## config.mk

```make
export PLATFORM = sky130hd
export DESIGN_NAME = tmds_decoder_chan
export DESIGN_NICKNAME = d
export VERILOG_FILES = /design/src/rtl/tmds_pkg.sv /design/src/rtl/tmds_decoder_chan_align.sv /design/src/rtl/tmds_decoder_chan.sv
export SDC_FILE = /design/constraint.sdc
export NUM_CORES = 1
export LEC_CHECK = 0
export ABC_AREA = 1
export BUFFER_PORTS_ARGS = -buffer_cell sky130_fd_sc_hd__buf_4
export CAP_MARGIN = 40
export CORE_ASPECT_RATIO = 0.75
export CORE_MARGIN = 3
export CORE_UTILIZATION = 50
export DETAILED_ROUTE_END_ITERATION = 16
export PLACE_DENSITY_LB_ADDON = 0.3
export REMOVE_ABC_BUFFERS = 1
export SLEW_MARGIN = 5
export SYNTH_ARGS = -nofsm -noshare
export SYNTH_HDL_FRONTEND = slang
export SYNTH_HIERARCHICAL = 1
export SYNTH_SLANG_ARGS = --single-unit
```

## constraint.sdc

```tcl
create_clock -name pixel_clk -period 1.4 [get_ports pixel_clk]
set_clock_uncertainty 0.05 [all_clocks]
set_input_delay 0.21 -clock pixel_clk [delete_from_list [all_inputs] [get_ports pixel_clk]]
set_output_delay 0.21 -clock pixel_clk [all_outputs]
set_load 0.02 [all_outputs]
```

## src/rtl/tmds_pkg.sv

```systemverilog
// Shared TMDS definitions for the encoder and decoder sides: control-token
// words, the word-alignment FSM states and the 10-bit TMDS word type.
package tmds_pkg;

  typedef logic [9:0] tmds_word_t;

  // Control tokens, indexed by {c1,c0}
  localparam tmds_word_t TOK_CTRL_00 = 10'h354;
  localparam tmds_word_t TOK_CTRL_01 = 10'h0AB;
  localparam tmds_word_t TOK_CTRL_10 = 10'h154;
  localparam tmds_word_t TOK_CTRL_11 = 10'h2AB;

  typedef enum logic [1:0] {
    ST_SEARCH    = 2'd0,
    ST_SLIP_WAIT = 2'd1,
    ST_LOCKED    = 2'd2
  } align_state_t;

  function automatic logic is_ctrl_token(input tmds_word_t w);
    return (w == TOK_CTRL_00) || (w == TOK_CTRL_01) ||
           (w == TOK_CTRL_10) || (w == TOK_CTRL_11);
  endfunction

  // {c1,c0} carried by a control token; only meaningful when is_ctrl_token()
  function automatic logic [1:0] ctrl_bits(input tmds_word_t w);
    logic [1:0] c;
    case (w)
      TOK_CTRL_01: c = 2'b01;
      TOK_CTRL_10: c = 2'b10;
      TOK_CTRL_11: c = 2'b11;
      default:     c = 2'b00;
    endcase
    return c;
  endfunction

endpackage

```

## src/rtl/tmds_decoder_chan_align.sv

```systemverilog
// Word-boundary hunter for one TMDS channel: counts consecutive control
// tokens, times a search/lock window and requests bitslips from the
// deserializer. Optional lock-loss counter enabled by TMDS_ERR_CNT_EN.
module tmds_word_align
  import tmds_pkg::*;
#(
  parameter int CTRL_RUN  = 8,
  parameter int WINDOW    = 4096,
  parameter int SLIP_WAIT = 16
) (
  input  logic        pixel_clk,
  input  logic        sys_rst_n,
  input  logic        ctrl_p0,
  output logic        bitslip,
  output logic        aligned,
  output logic [15:0] err_cnt
);

  localparam int RUN_W  = $clog2(CTRL_RUN + 1);
  localparam int WIN_W  = $clog2(WINDOW);
  localparam int SLIP_W = $clog2(SLIP_WAIT + 1);

  localparam logic [RUN_W-1:0]  RUN_MAX   = RUN_W'(CTRL_RUN);
  localparam logic [RUN_W-1:0]  RUN_PRE   = RUN_W'(CTRL_RUN - 1);
  localparam logic [WIN_W-1:0]  WIN_LAST  = WIN_W'(WINDOW - 1);
  localparam logic [SLIP_W-1:0] SLIP_LAST = SLIP_W'(SLIP_WAIT - 1);

  align_state_t      state, state_nx;
  logic [RUN_W-1:0]  run_cnt;
  logic              run_hit_p1;
  logic [WIN_W-1:0]  win_cnt, win_nx;
  logic [SLIP_W-1:0] slip_cnt, slip_nx;
  logic              bitslip_nx;
  logic              win_exp;

  // Run counter: consecutive tokens, saturating; run hit flags the first arrival at the limit
  always_ff @(posedge pixel_clk or negedge sys_rst_n) begin
    if (!sys_rst_n) begin
      run_cnt    <= '0;
      run_hit_p1 <= 1'b0;
    end else if (state == ST_SLIP_WAIT || !ctrl_p0) begin
      run_cnt    <= '0;
      run_hit_p1 <= 1'b0;
    end else if (run_cnt != RUN_MAX) begin
      run_cnt    <= run_cnt + 1'b1;
      run_hit_p1 <= (run_cnt == RUN_PRE);
    end else begin
      run_hit_p1 <= 1'b0;
    end
  end

  assign win_exp = (win_cnt == WIN_LAST);

  // Next-state logic; a run hit always takes priority over window expiry
  always_comb begin
    state_nx   = state;
    win_nx     = win_cnt + 1'b1;
    slip_nx    = '0;
    bitslip_nx = 1'b0;
    case (state)
      ST_SEARCH: begin
        if (run_hit_p1) begin
          state_nx = ST_LOCKED;
          win_nx   = '0;
        end else if (win_exp) begin
          state_nx   = ST_SLIP_WAIT;
          bitslip_nx = 1'b1;
          win_nx     = '0;
        end
      end
      ST_SLIP_WAIT: begin
        win_nx = '0;
        if (slip_cnt == SLIP_LAST) begin
          state_nx = ST_SEARCH;
        end else begin
          slip_nx = slip_cnt + 1'b1;
        end
      end
      ST_LOCKED: begin
        if (run_hit_p1) begin
          win_nx = '0;
        end else if (win_exp) begin
          state_nx = ST_SEARCH;
          win_nx   = '0;
        end
      end
      default: begin
        state_nx = ST_SEARCH;
        win_nx   = '0;
      end
    endcase
  end

  // State, counters and registered bitslip/aligned outputs
  always_ff @(posedge pixel_clk or negedge sys_rst_n) begin
    if (!sys_rst_n) begin
      state    <= ST_SEARCH;
      win_cnt  <= '0;
      slip_cnt <= '0;
      bitslip  <= 1'b0;
      aligned  <= 1'b0;
    end else begin
      state    <= state_nx;
      win_cnt  <= win_nx;
      slip_cnt <= slip_nx;
      bitslip  <= bitslip_nx;
      aligned  <= (state_nx == ST_LOCKED);
    end
  end

`ifdef TMDS_ERR_CNT_EN
  logic lock_lost;
  assign lock_lost = (state == ST_LOCKED) && (state_nx == ST_SEARCH);

  // Saturating count of lock losses, cleared only by reset
  always_ff @(posedge pixel_clk or negedge sys_rst_n) begin
    if (!sys_rst_n) begin
      err_cnt <= '0;
    end else if (lock_lost && err_cnt != 16'hFFFF) begin
      err_cnt <= err_cnt + 16'd1;
    end
  end
`else
  assign err_cnt = '0;
`endif

endmodule

```

## src/rtl/tmds_decoder_chan.sv

```systemverilog
// One TMDS receive channel: registers the deserialized word, classifies it
// as control token or data, decodes it and hunts for the word boundary.
// Optional lock-loss counter on err_cnt enabled by TMDS_ERR_CNT_EN.
module tmds_decoder_chan
  import tmds_pkg::*;
#(
  parameter int CTRL_RUN  = 8,
  parameter int WINDOW    = 4096,
  parameter int SLIP_WAIT = 16
) (
  input  logic        pixel_clk,
  input  logic        sys_rst_n,
  input  logic [9:0]  tmds_word,
  output logic [7:0]  dout,
  output logic        c0,
  output logic        c1,
  output logic        de,
  output logic        bitslip,
  output logic        aligned,
  output logic [15:0] err_cnt
);

  tmds_word_t word_p0;
  logic       vld_p0;
  logic       ctrl_p0;
  logic       de_p1;

  // Undo transition minimisation: optional inversion, then XOR/XNOR chain
  function automatic logic [7:0] tmds_decode(input tmds_word_t w);
    logic [7:0] q;
    logic [7:0] d;
    q    = w[9] ? ~w[7:0] : w[7:0];
    d[0] = q[0];
    for (int i = 1; i < 8; i++) begin
      d[i] = w[8] ? (q[i] ^ q[i-1]) : ~(q[i] ^ q[i-1]);
    end
    return d;
  endfunction

  // ---- Stage 1: capture deserializer word ----
  // Word register carries no reset; vld_p0 gates its use after reset
  always_ff @(posedge pixel_clk) begin
    word_p0 <= tmds_word;
  end

  // Marks stage 1 as holding a real word once reset is released
  always_ff @(posedge pixel_clk or negedge sys_rst_n) begin
    if (!sys_rst_n) vld_p0 <= 1'b0;
    else            vld_p0 <= 1'b1;
  end

  assign ctrl_p0 = vld_p0 && is_ctrl_token(word_p0);

  // ---- Stage 2: classify and decode ----
  // Tokens update c1/c0 and hold dout; data updates dout and holds c1/c0
  always_ff @(posedge pixel_clk or negedge sys_rst_n) begin
    if (!sys_rst_n) begin
      dout  <= '0;
      c0    <= 1'b0;
      c1    <= 1'b0;
      de_p1 <= 1'b0;
    end else if (vld_p0) begin
      if (ctrl_p0) begin
        {c1, c0} <= ctrl_bits(word_p0);
        de_p1    <= 1'b0;
      end else begin
        dout  <= tmds_decode(word_p0);
        de_p1 <= aligned;
      end
    end
  end

  // Gate with the live lock flag so de drops on the same edge as aligned
  assign de = de_p1 & aligned;

  tmds_word_align #(
    .CTRL_RUN  (CTRL_RUN),
    .WINDOW    (WINDOW),
    .SLIP_WAIT (SLIP_WAIT)
  ) u_align (
    .pixel_clk (pixel_clk),
    .sys_rst_n (sys_rst_n),
    .ctrl_p0   (ctrl_p0),
    .bitslip   (bitslip),
    .aligned   (aligned),
    .err_cnt   (err_cnt)
  );

endmodule

```

==> results of run 1 <==
-- placed cells by master (no fill, tap or decap), types with 2 or more instances in the layout --
cell | netlist | final
nor2_2 | 2 | 4
ha_1 | 4 | 3
xor2_1 | 12 | 12
nand3_1 | 9 | 8
o21ai_2 | 9 | 9
dfxtp_1 | 10 | 3
nor3_1 | 5 | 4
nor2_1 | 31 | 27
nand2_1 | 48 | 43
inv_4 | 2 | 2
nand3_4 | 4 | 5
a21oi_1 | 3 | 3
dfrtp_1 | 38 | 38
clkbuf_1 | 0 | 2
nand2_2 | 6 | 11
buf_4 | 16 | 33
o21ai_0 | 5 | 5
nor2_4 | 6 | 8
dlygate4sd3_1 | 0 | 11
xnor2_1 | 3 | 3
clkbuf_8 | 0 | 5
dfxtp_2 | 0 | 7
inv_2 | 2 | 5
inv_1 | 27 | 24
conb_1 | 2 | 17
-- metrics by stage --
stage                      util  TNS (ns)  instance area, um^2  setup slack, ns
after floorplan               -  -0.00434                 2260         -0.00434
after global placement    0.599   -0.0214                 2560          -0.0135
after detailed placement  0.599    -0.101                 2560          -0.0388
after CTS                 0.647   -0.0155                 2770          -0.0155
after global routing      0.672    -0.413                 2870          -0.0678
final                     0.672         0                 2870           0.0297
-- timing repair --
action / CTS / global route
hold buffers: 11 / 0
setup buffers: 0 / 3
gates resized for setup: 6 / 23
endpoints found under the hold margin: 48 / 0
gates cloned: 0 / 1
setup endpoints to repair: 5 / 24
pin swaps: 2 / 9
-- layer usage --
layer  GRT usage  share of wire  vias to the layer above
met5           0              0                        -
met4      0.0632          0.011                        0
met3      0.0376          0.060                        5
met2       0.238           0.44                       39
met1       0.236           0.49                      758
li1            -              -                      851
-- layout make-up --
type	count	area [um^2]
clock inverters	1	5.00
flip-flops and latches	48	1160
well taps	55	68.8
inverters	31	121
fillers	337	1410
multi-input cells	173	1070
repair buffers	45	369
clock buffers	7	76.3
-- cell usage after synthesis (all sizes together) --
cell    count
a21oi       5
a31oi       1
and3        1
buf        18
conb        2
dfrtp      38
dfxtp      10
ha          4
inv        31
nand2      56
nand3      13
nor2       39
nor3        5
nor3b       1
o21ai      14
o21bai      1
xnor2       3
xor2       12
-- cell families after synthesis --
logic type / Yosys count / synth area share
simple gates: 115 / 0.251
buf+inv: 49 / 0.116
flops: 48 / 0.488
compound gates: 21 / 0.0653
xor+xnor: 15 / 0.0557
fa+ha+maj: 4 / 0.0212
other cells: 2 / 0.00319
-- state kept, by name, summed over array words and instances, names as in the netlist --
signal              flops
c0                      1
c1                      1
de_p1                   1
dout                    8
u_align/aligned         1
u_align/bitslip         1
u_align/run_cnt         4
u_align/run_hit_p1      1
u_align/slip_cnt        5
u_align/state           2
u_align/win_cnt        12
vld_p0                  1
word_p0                10
-- report_power, final --
part	switching, mW	internal (mW)	leakage [nW]
clock	0.436	0.351	0.0422
combinational	0.211	0.146	0.784
sequential	0.0428	1.44	0.584
total	0.689	1.93	1.41
-- worst paths after layout --
kind                                              start                              to  slack, ns  depth (start not counted)
setup / recovery                     word_p0[3]$_DFF_P_  u_align/run_cnt[2]$_DFFE_PN0P_       0.03                          8
hold / removal                                sys_rst_n   u_align/slip_cnt[1]$_DFF_PN0_       0.36                          2
setup reg to reg                     word_p0[3]$_DFF_P_  u_align/run_cnt[2]$_DFFE_PN0P_       0.03                          8
hold reg to reg            u_align/win_cnt[0]$_DFF_PN0_    u_align/win_cnt[0]$_DFF_PN0_       0.43                          1
max in group asynchronous                     sys_rst_n             dout[1]$_DFFE_PN0P_       0.60                          2
min in group pixel_clk     u_align/win_cnt[0]$_DFF_PN0_    u_align/win_cnt[0]$_DFF_PN0_       0.43                          1
==> results.tsv, run 1 <==
metric	value	unit
fmax	730	MHz
Leak	1.41	nW
critical path startpoint category	flop	
Final Setup Violations	0	
GPL Wtd Cong	0.838	
fin crit period	1.37	ns
CP required	1.57	ns
die height	65.5	um
power density cells	912	mW/mm^2
Bufs on Longest Clock Path	2	
most frequent CP cell	nand2_2	
post-route insts no fill	360	
critical-path cell list	inv_1 > nor2_4 > nand3_4 > a21oi_4 > nand2_2 > inv_2 > nand2_2 > nor3b_2	
Yosys reg bits	48	
initial antenna violation count	0	
number of port buffers	24	
Initial DRC Count	94	
Worst path max stage delay	0.37	ns
Total Routed Length	4420	um
register area share after synthesis	0.488	
max-cap violations	0	
vias in the first global route	1494	
crit path max fanout	4	
CTS tree	done	
GRT Total Usage	0.164	
root buf cell	clkbuf_8	
final hold viol count	0	
post-DP HPWL	3020	um
Design Power	2.62	mW
Worst-Skew Late Latency	0.30	ns
first-pass GRT wire length	7100	um
pin count of the biggest net entering global routing	39	
Top delay family on crit path	simple AND/OR/NAND/NOR gates	
RSZ-0062 raised after global routing	true	
Synth Cell Area	0.00236	mm^2
Hold Crit Class	in2async	
Initial Utilization	0.551	
share of layout cells above drive strength 1	0.328	
iteration count of the initial detailed-routing pass	4	
Unique masters post-synth	29	
TritonCTS Sinks	48	
Final Slew Violations	0	
slowest CP cell	dfxtp_1	
synth warn	6	
ANT nets after route	0	
per-cell routed wire length	12.3	um
die area	0.00558	mm^2
final period utilization	0.979	
DRC Markers	0	
endpoint kind of the worst setup timing path	flop	
post-synth top area cell	dfrtp_1	
placed cells	337	
Yosys top cell area share	0.403	
total number of vias	1653	
Syn Inst Count	254	
cts bufs inserted	5	
Core Box Area	0.00428	mm^2
CTS clk-pin slew, worst paths	0.09	ns
worst hold margin	0.360	ns
syn avg cell area	9.28	um^2
H-tree levels	2	
GRT Residual Overflow	0	
final layout net count	320	
status	complete, no violations	
Die X	85.3	um
Top Ports	41	
worst vdd ir	592	uV
CP arrival	1.54	ns
CP bufs+invs	2	
Synth area leaders	dfrtp_1, dfxtp_1, nand2_1	
floorplan row count	20	
Layout Area Growth over Synthesis	21.9	%
CP Class	reg2reg	
antenna cell count	0	
Avg Vias per Cell	4.59	
No activity file was read; power rests on OpenSTA's default activity.
==> run 2: changes to the inputs <==
Settings changed: CTS_BUF_LIST from default to sky130_fd_sc_hd__clkbuf_8.
==> run 2 against run 1 <==
  * Final area unchanged
  * Global-route usage unchanged
  * Clock power down 2%
  * Setup slack about the same
  * First-iteration DRC count unchanged
  * Sequential power about the same
  * Cell count unchanged
  * Sequential cell count unchanged
  * Sequential share of layout area unchanged
  * Power down 0.68%
  * Maximum frequency about the same
  * Critical path type unchanged
  * Critical endpoint unchanged
==> results.tsv, run 2 (synthesis gave the netlist of run 1 again) <==
metric	value	unit	change
status	complete, no violations		unchanged
GPL Wtd Cong	0.838		unchanged
crit path max fanout	4		unchanged
Die X	85.3	um	unchanged
final layout net count	320		unchanged
Total Routed Length	4400	um	was 4420 um
Final Setup Violations	0		unchanged
Worst R2R Start	word_p0[3]$_DFF_P_		unchanged
Most flops, register	u_align/win_cnt		unchanged
FF-to-FF setup slack	0.03	ns	about the same
commonest non-fill, non-tap cell in the layout	nand2_1		unchanged
registers with the most flip-flops	u_align/win_cnt (12), word_p0 (10), dout (8)		unchanged
CTS clk-pin slew, worst paths	0.09	ns	about the same
initial antenna violation count	0		unchanged
H-tree levels	2		unchanged
final period utilization	0.979		about the same
DRC Markers	0		unchanged
number of port buffers	24		unchanged
Top Ports	41		unchanged
die area	0.00558	mm^2	unchanged
power density cells	906	mW/mm^2	was 912 mW/mm^2
root buf cell	clkbuf_8		unchanged
cts bufs inserted	5		unchanged
commonest cells after routing, fill and taps aside	nand2_1, dfrtp_1, buf_4		unchanged
worst vdd ir	592	uV	about the same
CP Class	reg2reg		unchanged
CP arrival	1.54	ns	about the same
post-route insts no fill	360		unchanged
GRT Total Usage	0.164		unchanged
placed cells	337		unchanged
iteration count of the initial detailed-routing pass	4		unchanged
post-DP HPWL	3020	um	unchanged
Avg Vias per Cell	4.61		was 4.59
Worst-Skew Late Latency	0.30	ns	about the same
die height	65.5	um	unchanged
CTS tree	done		unchanged
Initial DRC Count	94		unchanged
max reg flops	12		unchanged
floorplan row count	20		unchanged
Worst Reg-to-Reg Cells	8		unchanged
final hold viol count	0		unchanged
Worst Setup SP	word_p0[3]$_DFF_P_		unchanged
Hold Crit Class	in2async		unchanged
Bufs on Longest Clock Path	2		unchanged
pin count of the biggest net entering global routing	39		unchanged
CP required	1.57	ns	about the same
endpoint kind of the worst setup timing path	flop		unchanged
ANT nets after route	0		unchanged
Design Power	2.60	mW	was 2.62 mW
post-layout util	0.672		unchanged
Layout Area Growth over Synthesis	21.9	%	unchanged
Reg-to-Reg End	u_align/run_cnt[2]$_DFFE_PN0P_		unchanged
critical path startpoint category	flop		unchanged
per-cell routed wire length	12.2	um	was 12.3 um
Final Slew Violations	0		unchanged
max-cap violations	0		unchanged
Initial Utilization	0.551		unchanged
total number of vias	1658		was 1653
vias in the first global route	1494		unchanged
GRT Residual Overflow	0		unchanged
Core Box Area	0.00428	mm^2	unchanged
Leak	1.42	nW	was 1.41 nW
RSZ-0062 raised after global routing	true		unchanged
CP endpoint	u_align/run_cnt[2]$_DFFE_PN0P_		unchanged
TritonCTS Sinks	48		unchanged
fin crit period	1.37	ns	about the same
first-pass GRT wire length	7100	um	unchanged
fmax	730	MHz	about the same
antenna cell count	0		unchanged
share of layout cells above drive strength 1	0.328		unchanged
-- run 2: final cells by class --
type                    instances  area [um^2]
well taps                      55         68.8
inverters                      31          121
clock inverters                 3         12.5
flip-flops and latches         48         1160
clock buffers                   5         68.8
multi-input cells             173         1070
fillers                       337         1410
repair buffers                 45          369
-- run 2: worst min path at each step --
stage                   start                             to  depth (start not counted)
floorplan           sys_rst_n                 c0$_DFFE_PN0P_                          0
global placement    sys_rst_n            dout[5]$_DFFE_PN0P_                          1
detailed placement  sys_rst_n            dout[3]$_DFFE_PN0P_                          1
CTS                 sys_rst_n  u_align/slip_cnt[0]$_DFF_PN0_                          2
global route        sys_rst_n  u_align/slip_cnt[1]$_DFF_PN0_                          2
finish              sys_rst_n  u_align/slip_cnt[1]$_DFF_PN0_                          2
-- run 2: stage by stage --
stage	worst slack (ns)	hold WS (ns)	area (um^2)	TNS [ns]
global placement	-0.0135	0.158	2560	-0.0214
global route	-0.0673	0.402	2870	-0.414
finish	0.0300	0.360	2870	0
detailed placement	-0.0388	0.154	2560	-0.101
CTS	-0.0151	0.371	2770	-0.0151
floorplan	-0.00434	-0.136	2260	-0.00434
-- run 2: routing by layer --
layer  vias to the layer above  wire length, um  global-route usage
li1                        854                -                   -
met1                       756             2120               0.236
met2                        43             1960               0.238
met3                         5              278              0.0376
met4                         0               48              0.0632
met5                         -                0                   0
-- run 2: repair_timing --
item                                    CTS  global route
pin swaps                                 2             9
gates resized for setup                   6            23
gates cloned                              0             1
hold endpoints to repair                 48             0
hold buffers                             11             0
buffers inserted                          0             3
endpoints found under the setup margin    5            24
-- run 2: critical path: stages, from the launching register on --
cell,delay [ns]
dfxtp_1,0.37
inv_1,0.08
nor2_4,0.13
nand3_4,0.11
a21oi_4,0.16
nand2_2,0.09
inv_2,0.07
nand2_2,0.06
nor3b_2,0.17
-- run 2: power by group --
part	switching (mW)	internal, mW
registers	0.0428	1.44
clock network	0.432	0.337
logic	0.211	0.146
==> run 3: changes to the inputs <==
Clock period 1.4 ns to 1.5 ns, I/O delays scaled along.
==> run 3 against run 2 <==
  * Non-clock buffer count down 6
  * Maximum frequency down 2.7%
  * First-iteration DRC count down 38%
  * Sequential power down 7%
  * Sequential share of layout area up 0.71 points
  * Critical path depth up 1
  * Die area unchanged
  * Routed wire length down 8.9%
  * Cell count down 1.9%
  * Setup slack better by 0.062 ns
  * Critical path type unchanged
  * Highest routed layer unchanged
==> results.tsv, run 3 (synthesis gave the netlist of run 1 again) <==
metric	value	unit	change
status	complete, no violations		unchanged
final worst slack	0.0921	ns	was 0.0300 ns
Final Slew Violations	0		unchanged
die area	0.00558	mm^2	unchanged
commonest non-fill, non-tap cell in the layout	nand2_1		unchanged
fin crit period	1.41	ns	was 1.37 ns
Avg Vias per Cell	4.58		was 4.61
post-route setup TNS	0	ns	unchanged
CTS clk-pin slew, worst paths	0.09	ns	about the same
post-DP HPWL	2840	um	was 3020 um
share of layout cells above drive strength 1	0.295		was 0.328
GRT Residual Overflow	0		unchanged
Design Power	2.65	mW	was 2.60 mW
H-tree levels	2		unchanged
Worst Reg-to-Reg Cells	9		was 8
Reg-to-Reg End	u_align/run_cnt[2]$_DFFE_PN0P_		unchanged
first-pass GRT wire length	6800	um	was 7100 um
crit path max fanout	4		unchanged
post-route cell area	0.00283	mm^2	was 0.00287 mm^2
CP required	1.67	ns	was 1.57 ns
critical path startpoint category	flop		unchanged
cts bufs inserted	5		unchanged
number of port buffers	24		unchanged
antenna cell count	0		unchanged
CP endpoint	u_align/run_cnt[2]$_DFFE_PN0P_		unchanged
total number of vias	1617		was 1658
setup slack after placement	0.00311	ns	was -0.0388 ns
GPL Wtd Cong	0.794		was 0.838
floorplan row count	20		unchanged
Final Setup Violations	0		unchanged
CP Class	reg2reg		unchanged
per-cell routed wire length	11.4	um	was 12.2 um
Die X	85.3	um	unchanged
vias in the first global route	1496		was 1494
max-cap violations	0		unchanged
root buf cell	clkbuf_8		unchanged
post-route insts no fill	353		was 360
Layout Area Growth over Synthesis	20.1	%	was 21.9%
commonest cells after routing, fill and taps aside	nand2_1, dfrtp_1, nor2_1		was nand2_1, dfrtp_1, buf_4
CP arrival	1.57	ns	was 1.54 ns
Worst Setup SP	word_p0[5]$_DFF_P_		was word_p0[3]$_DFF_P_
Top Ports	41		unchanged
Most flops, register	u_align/win_cnt		unchanged
endpoint kind of the worst setup timing path	flop		unchanged
DRC Markers	0		unchanged
Total Routed Length	4010	um	was 4400 um
power density cells	937	mW/mm^2	was 906 mW/mm^2
CTS tree	done		unchanged
Initial DRC Count	58		was 94
Initial Utilization	0.551		unchanged
fillers	321		was 337
FF-to-FF setup slack	0.09	ns	was 0.03 ns
worst hold margin	0.383	ns	was 0.360 ns
TritonCTS Sinks	48		unchanged
final period utilization	0.939		was 0.979
Hold Crit Class	in2async		unchanged
pin count of the biggest net entering global routing	39		unchanged
iteration count of the initial detailed-routing pass	4		unchanged
final hold viol count	0		unchanged
Core Box Area	0.00428	mm^2	unchanged
worst vdd ir	663	uV	was 592 uV
ANT nets after route	0		unchanged
initial antenna violation count	0		unchanged
Leak	1.39	nW	was 1.42 nW
fmax	710	MHz	was 730 MHz
final layout net count	313		was 320
Worst-Skew Late Latency	0.30	ns	about the same
placed cells	331		was 337
Placed Area	0.00252	mm^2	was 0.00256 mm^2
registers with the most flip-flops	u_align/win_cnt (12), word_p0 (10), dout (8)		unchanged
die height	65.5	um	unchanged
max reg flops	12		unchanged
GRT Total Usage	0.156		was 0.164
Worst R2R Start	word_p0[5]$_DFF_P_		was word_p0[3]$_DFF_P_
post-layout util	0.661		was 0.672
Bufs on Longest Clock Path	2		unchanged
## run 3: cell types whose count changed in the layout (fill, tap and decap cells not counted), moves of 2 or more
cell,previous run,this run
buf_4,33,28
nor2_1,27,30
nor2_2,4,1
inv_1,26,24
nand2_2,11,9
## run 3: how the worst min path moves through the flow
stage / end / slack [ns] / depth (start not counted)
after floorplan: c0$_DFFE_PN0P_ / -0.12 / 0
final: dout[0]$_DFFE_PN0P_ / 0.38 / 2
after detailed placement: u_align/win_cnt[5]$_DFF_PN0_ / 0.17 / 1
after global routing: u_align/win_cnt[5]$_DFF_PN0_ / 0.42 / 2
after global placement: dout[5]$_DFFE_PN0P_ / 0.17 / 1
after CTS: u_align/win_cnt[5]$_DFF_PN0_ / 0.39 / 2
## run 3: report_power, final
part	total (mW)	internal [mW]	switching, mW
combinational	0.331	0.135	0.196
sequential	1.38	1.34	0.0395
clock	0.943	0.537	0.406
total	2.65	2.01	0.642
## run 3: area by class of cell
cell class	count	area (um^2)	share of cell area
Clock inverter	2	33.8	0.0119
Tap cell	55	68.8	0.0243
Sequential cell	48	1160	0.411
Clock buffer	6	82.6	0.0292
Timing Repair Buffer	39	320	0.113
Multi-Input combinational cell	172	1040	0.368
Inverter	31	121	0.0429
## run 3: repair_timing
item,CTS,global route
pin swaps,1,4
buffers inserted,0,3
hold endpoints to repair,48,0
gates resized for setup,4,20
hold buffers,11,0
endpoints found under the setup margin,2,7
## run 3: per-layer routing
metal / track usage / vias to the layer above / part of all wire
li1: - / 843 / -
met1: 0.208 / 728 / 0.49
met2: 0.243 / 42 / 0.44
met3: 0.0439 / 4 / 0.063
met4: 0.0534 / 0 / 0.011
met5: 0 / - / 0
## run 3: worst max-delay path, stage by stage (launching register included)
cell     delay (ns)
dfxtp_4        0.36
inv_2          0.07
nand2_4        0.06
nor2_4         0.11
nand3_4        0.12
a21oi_4        0.18
nand2_2        0.09
inv_2          0.07
nand2_2        0.05
nor3b_2        0.18
